$ cat src/rtl/panel_button_scanner.sv
// Front-panel button debouncer with a press/release event queue behind an Avalon-MM slave.
// Flips that land while a button already has an unqueued event are merged and flagged.
module panel_button_scanner #(
  parameter int N_BUTTONS      = 16,
  parameter int ACTIVE_LOW     = 1,
  parameter int TICK_DIV       = 5000,
  parameter int DEBOUNCE_TICKS = 8,
  parameter int FIFO_DEPTH     = 8
) (
  input  logic                 csi_MCLK_clk,
  input  logic                 rsi_MCLK_reset_n,
  input  logic [N_BUTTONS-1:0] coe_buttons,
  input  logic [1:0]           avs_address,
  input  logic                 avs_read,
  input  logic                 avs_write,
  input  logic [31:0]          avs_writedata,
  output logic [31:0]          avs_readdata,
  output logic                 ins_irq
);
  localparam int PW = (TICK_DIV > 1) ? $clog2(TICK_DIV) : 1;
  localparam int AW = (FIFO_DEPTH > 1) ? $clog2(FIFO_DEPTH) : 1;
  localparam int CW = AW + 1;
  localparam logic [N_BUTTONS-1:0] RELEASED = {N_BUTTONS{ACTIVE_LOW != 0}};

  logic clk, rst_n;
  assign clk   = csi_MCLK_clk;
  assign rst_n = rsi_MCLK_reset_n;

  logic [N_BUTTONS-1:0] sync1_q, sync2_q, sample;
  logic [PW-1:0]        presc_q, presc_d;
  logic                 tick;
  logic [N_BUTTONS-1:0] db_q, db_d, pending_q, pending_d, flip, clr, clr_mask;
  logic                 ovf_q, ovf_d, irq_en_q, irq_en_d, irq_q;
  logic [7:0]           sel_idx;
  logic                 sel_pressed, push, pop, reg3_wr;
  logic [8:0]           mem_q [FIFO_DEPTH];
  logic [AW-1:0]        wr_ptr_q, wr_ptr_d, rd_ptr_q, rd_ptr_d;
  logic [CW-1:0]        count_q, count_d;
  logic [31:0]          readdata_q, readdata_d;
  logic                 unused_wdata;

  assign unused_wdata = &{1'b0, avs_writedata[31:2]};

  always_ff @(posedge clk) begin
    if (!rst_n) begin
      sync1_q <= RELEASED;
      sync2_q <= RELEASED;
    end else begin
      sync1_q <= coe_buttons;
      sync2_q <= sync1_q;
    end
  end

  assign sample  = (ACTIVE_LOW != 0) ? ~sync2_q : sync2_q;
  assign tick    = (presc_q == PW'(TICK_DIV - 1));
  assign presc_d = tick ? '0 : presc_q + PW'(1);

  genvar gi;
  generate
    for (gi = 0; gi < N_BUTTONS; gi++) begin : g_btn
      logic [3:0] cnt_q, cnt_d;

      assign flip[gi] = tick && (sample[gi] != db_q[gi]) &&
                        (cnt_q == 4'(DEBOUNCE_TICKS - 1));

      always_comb begin
        cnt_d = cnt_q;
        if (tick) begin
          if (sample[gi] == db_q[gi] || flip[gi]) cnt_d = '0;
          else                                    cnt_d = cnt_q + 4'd1;
        end
      end

      always_ff @(posedge clk) begin
        if (!rst_n) cnt_q <= '0;
        else        cnt_q <= cnt_d;
      end
    end
  endgenerate

  // Lowest-index pending button wins the single enqueue slot.
  always_comb begin
    sel_idx     = '0;
    sel_pressed = 1'b0;
    clr         = '0;
    for (int i = N_BUTTONS - 1; i >= 0; i--) begin
      if (pending_q[i]) begin
        sel_idx     = 8'(i);
        sel_pressed = db_q[i];
        clr         = '0;
        clr[i]      = 1'b1;
      end
    end
  end

  assign pop      = avs_read && (avs_address == 2'd1) && (count_q != '0);
  assign push     = (|pending_q) && ((count_q < CW'(FIFO_DEPTH)) || pop);
  assign clr_mask = {N_BUTTONS{push}} & clr;
  assign reg3_wr  = avs_write && (avs_address == 2'd3);

  // A flip on the button being pushed this cycle re-arms pending without counting as a merge.
  assign db_d      = db_q ^ flip;
  assign pending_d = (pending_q & ~clr_mask) | flip;
  assign ovf_d     = (|(flip & pending_q & ~clr_mask)) |
                     (ovf_q & ~(reg3_wr && avs_writedata[1]));
  assign irq_en_d  = reg3_wr ? avs_writedata[0] : irq_en_q;
  assign wr_ptr_d  = push ? wr_ptr_q + AW'(1) : wr_ptr_q;
  assign rd_ptr_d  = pop  ? rd_ptr_q + AW'(1) : rd_ptr_q;

  always_comb begin
    case ({push, pop})
      2'b10:   count_d = count_q + CW'(1);
      2'b01:   count_d = count_q - CW'(1);
      default: count_d = count_q;
    endcase
  end

  always_comb begin
    readdata_d = readdata_q;
    if (avs_read) begin
      case (avs_address)
        2'd0:    readdata_d = 32'(db_q);
        2'd1:    readdata_d = (count_q != '0) ? {1'b1, 22'd0, mem_q[rd_ptr_q]} : 32'd0;
        2'd2:    readdata_d = {15'd0, ovf_q, 9'd0, 7'(count_q)};
        default: readdata_d = {31'd0, irq_en_q};
      endcase
    end
  end

  always_ff @(posedge clk) begin
    if (push) mem_q[wr_ptr_q] <= {sel_pressed, sel_idx};
  end

  always_ff @(posedge clk) begin
    if (!rst_n) begin
      presc_q    <= '0;
      db_q       <= '0;
      pending_q  <= '0;
      ovf_q      <= 1'b0;
      irq_en_q   <= 1'b0;
      irq_q      <= 1'b0;
      wr_ptr_q   <= '0;
      rd_ptr_q   <= '0;
      count_q    <= '0;
      readdata_q <= '0;
    end else begin
      presc_q    <= presc_d;
      db_q       <= db_d;
      pending_q  <= pending_d;
      ovf_q      <= ovf_d;
      irq_en_q   <= irq_en_d;
      irq_q      <= (count_q != '0) && irq_en_q;
      wr_ptr_q   <= wr_ptr_d;
      rd_ptr_q   <= rd_ptr_d;
      count_q    <= count_d;
      readdata_q <= readdata_d;
    end
  end

  assign avs_readdata = readdata_q;
  assign ins_irq      = irq_q;

endmodule

$ cat config.mk
export PLATFORM = sky130hd
export DESIGN_NAME = panel_button_scanner
export DESIGN_NICKNAME = d
export VERILOG_FILES = /design/src/rtl/panel_button_scanner.sv
export SDC_FILE = /design/constraint.sdc
export NUM_CORES = 1
export LEC_CHECK = 0
export CORE_MARGIN = 2
export CORE_UTILIZATION = 35
export CTS_CLUSTER_DIAMETER = 120
export DETAILED_ROUTE_END_ITERATION = 8
export GPL_TIMING_DRIVEN = 0
export SYNTH_ARGS = -nofsm -noshare
export SYNTH_HDL_FRONTEND = slang
export SYNTH_SLANG_ARGS = --single-unit
$ cat constraint.sdc
create_clock -name csi_MCLK_clk -period 8.1 [get_ports csi_MCLK_clk]
set_input_delay 1.62 -clock csi_MCLK_clk [delete_from_list [all_inputs] [get_ports csi_MCLK_clk]]
set_output_delay 1.62 -clock csi_MCLK_clk [all_outputs]
set_load 0.01 [all_outputs]
==> impl_results.md <==
- Run status: finished, final reports clean
- Leakage: 4.067 nW
- Routed via count: 7,369
- Final min period: 4.228 ns
- Slew @ Worst Pin: 1.437 ns
- Min-Delay Path Class: flop to flop
- Mapped Cells: 998
- Hpwl dp: 17.94 mm
- Antenna cells: 0
- Peak per-stage delay on the critical path: 0.54 ns
- Mean routed wirelength per cell: 16.80 um
- # IOs: 87
- Die area: 29,260 sq um
- Asr flop ratio synth: 0%
- Placer Congestion: 0.8564
- Share of layout cells above drive strength 1: 8.600%
- Flops & latches, synth: 215
- Combinational Power Share: 3.3%
- Fmax achieved: 0.2365 GHz
- First drt pass iteration count: 4
- Largest net degree at the start of global routing: 15
- Skew-Pair Late Insertion Delay: 0.53 ns
- CP Class: primary input to flop
- Fin crit share: 52.19%
- Worst-path clk slew: 0.06 ns
- Final ANT Viol Nets: 0
- Flop pwr share: 48.6%
- Cell Area, Synth: 9767 sq um
- Clock Path Buffers: 3
- Top delay family on crit path: simple AND/OR/NAND/NOR gates
- Clk_skew: 0.01871 ns
- Post-synth EDFFs: 40
- Vias/cell: 5.010
- Routed WL: 24.72 mm
- Rows: 61
- Unrepaired setup endpoints after global routing: no
- Max Cap Violations: 0
- Final nets: 1,153
- P_int: 1.773 mW
- CTS resizes: 0
- Crit start category: primary input
- CTS tree: done
- Synth cell count leaders: dfxtp_1 (175), nand2_1 (84), o21ai_0 (57)
- Post-CTS Setup Repair Bufs: 0
- Most frequent cell after synthesis: dfxtp_1
- Sw Ratio: 21.66%
- Vias in the first global route: 6,951
- CTS Sinks: 215
- Core area: 27,630 sq um
- Clock Power Share: 48.1%
- Post-synth top area share: 35.87%
- Synth area leader: dfxtp_1
- YS warnings: 0
- Synth Area per Inst: 9.786 sq um
- Die X: 171.1 um
- Port bufs: 39
- Worst-path fanout max: 10
- Die Ht: 171.1 um
- Initial antenna violation count: 0
- Tot Pwr: 2.263 mW
- Layout area overhead: 17.51%
- CTS root buffer: clkbuf_16
- CP Capture Type: flop
- CP Cell Sequence: clkdlybuf4s50_1 > clkbuf_1 > nand3b_1 > nor2_1 > ha_1 > ha_1 > a21o_1 > a21oi_1 > xnor2_1 > or3_1 > a21boi_0
- Worst EP required: 8.55 ns
- Hold buffer count at cts: 0
- Final setup fails: 0
- Num CTS Buffers: 24
- Slowest-stage cell, CP: nor2_1
- Slew margin rel.: 3.340%
- Synth area leaders: dfxtp_1 (36%), edfxtp_1 (12%), and2_1 (3.5%), nand2_1 (3.2%), o21ai_0 (2.9%)
- Overall Global Routing Usage: 17.26%
- VDD IR max: 0.0001346 V
- P_sw: 490.1 uW
- Netlist cell types: 74
- Slew Viols, Final: 0
- CP Buf/Inv Count: 2
- Pwr/cell area: 197.1 nW/um^2
- Grt total ovfl: 0
- Most used DFF post-synth: dfxtp_1
- Drc violations: 0
- Initial Utilization: 35.35%
- Global-route wire length before repair: 38.96 mm
- Fill cell count: 2,779
- Arr. time, crit path: 4.68 ns
- Critical Path Most Common Cell: ha_1
- Total Negative Setup Slacks: 0 ns
- DR iter-0 viols: 398
- Final Hold Violating Endpoints: 0
- Seq/Total Area, Yosys: 48.17%
- H-tree depth: 1
==> path summary, 6_finish.rpt <==
path,to,slack [ns],depth (start not counted),startpoint
max,count_q[3],3.87,11,avs_address[1]
min,sync2_q[11],0.40,1,sync1_q[11]
max reg2reg,count_q[3],5.16,10,count_q[3]
min reg2reg,sync2_q[11],0.40,1,sync1_q[11]
==> power groups by stage <==
stage          sequential (mW)  combinational [mW]  clock, mW
2_1_floorplan             1.12              0.0450          0
3_3_place_gp              1.12              0.0764          0
3_5_place_dp              1.12              0.0759          0
4_1_cts                   1.10              0.0762       1.11
5_1_grt                   1.10              0.0837       1.16
6_report                  1.10              0.0755       1.09
==> placed cells by master (no fill, tap or decap), drive strengths merged, types with 6 or more instances in the layout <==
| cell | netlist | final |
|---|---|---|
| dfxtp | 175 | 175 |
| nand2 | 84 | 84 |
| o21ai | 66 | 66 |
| clkbuf | 37 | 66 |
| and2 | 54 | 54 |
| nand3 | 54 | 54 |
| a21boi | 45 | 45 |
| nand2b | 40 | 40 |
| nor2b | 40 | 40 |
| edfxtp | 40 | 40 |
| clkdlybuf4s50 | 0 | 39 |
| nor2 | 39 | 39 |
| xnor2 | 31 | 31 |
| a21oi | 27 | 27 |
| buf | 27 | 27 |
| nor3 | 23 | 23 |
| nand4 | 23 | 23 |
| inv | 22 | 23 |
| ha | 22 | 22 |
| xor2 | 20 | 20 |
| conb | 1 | 14 |
| mux2i | 13 | 13 |
| a31oi | 12 | 12 |
| o21a | 11 | 11 |
| mux4 | 10 | 10 |
| and3 | 8 | 8 |
| o31ai | 7 | 7 |
| clkinv | 0 | 7 |
| or3 | 6 | 6 |
| nor4 | 6 | 6 |
==> cells by family (layout without fill, tap and decap cells) <==
logic type,count (synthesis),after routing,synth area share (%)
compound gates,204,204,13.76
xor+xnor,51,51,4.573
fa+ha+maj,23,23,3.023
buf+inv,86,168,4.279
flops,215,215,48.17
mux,23,23,3.638
other cells,1,14,0.03840
simple gates,395,395,22.52
==> final cells by class <==
cell class              count  area (sq um)  share of cell area, %
flip-flops and latches    215          4705                  40.99
multi-input cells         710          4701                  40.96
clock buffers              29         660.6                  5.756
well taps                 378         473.0                  4.121
repair buffers             39         390.4                  3.401
plain buffers              64         332.8                  2.900
clock inverters            14         130.1                  1.134
inverters                  22         85.08                 0.7413
==> routing by layer <==
metal	share of wire [%]	up-vias	global-route usage, %
li1	-	3676	-
met1	47	3502	23.23
met2	47	150	28.80
met3	4.4	41	2.128
met4	2.2	0	5.564
met5	0	-	0
==> metrics by stage <==
step,instance area (sq um),utilization (%),std cells,setup WS [ns],hold slack (ns)
after detailed placement,10680,38.65,1428,3.437,0.3944
after CTS,11470,41.51,1471,3.971,0.4060
final,11480,41.54,1471,3.872,0.4011
after global placement,10680,38.65,1428,3.450,0.3893
after floorplan,9816,-,1011,4.339,0.3863
after global routing,11480,41.54,1471,3.687,0.4127
==> registers in the layout, summed over array words and instances (netlist names), named ones only <==
register,cells
g_btn.cnt_q,64
mem_q,40
avs_readdata,18
db_q,16
pending_q,16
sync1_q,16
sync2_q,16
presc_q,13
count_q,4
rd_ptr_q,3
wr_ptr_q,3
ins_irq,1
irq_en_q,1
ovf_q,1
(Power assumes the default switching activity.)
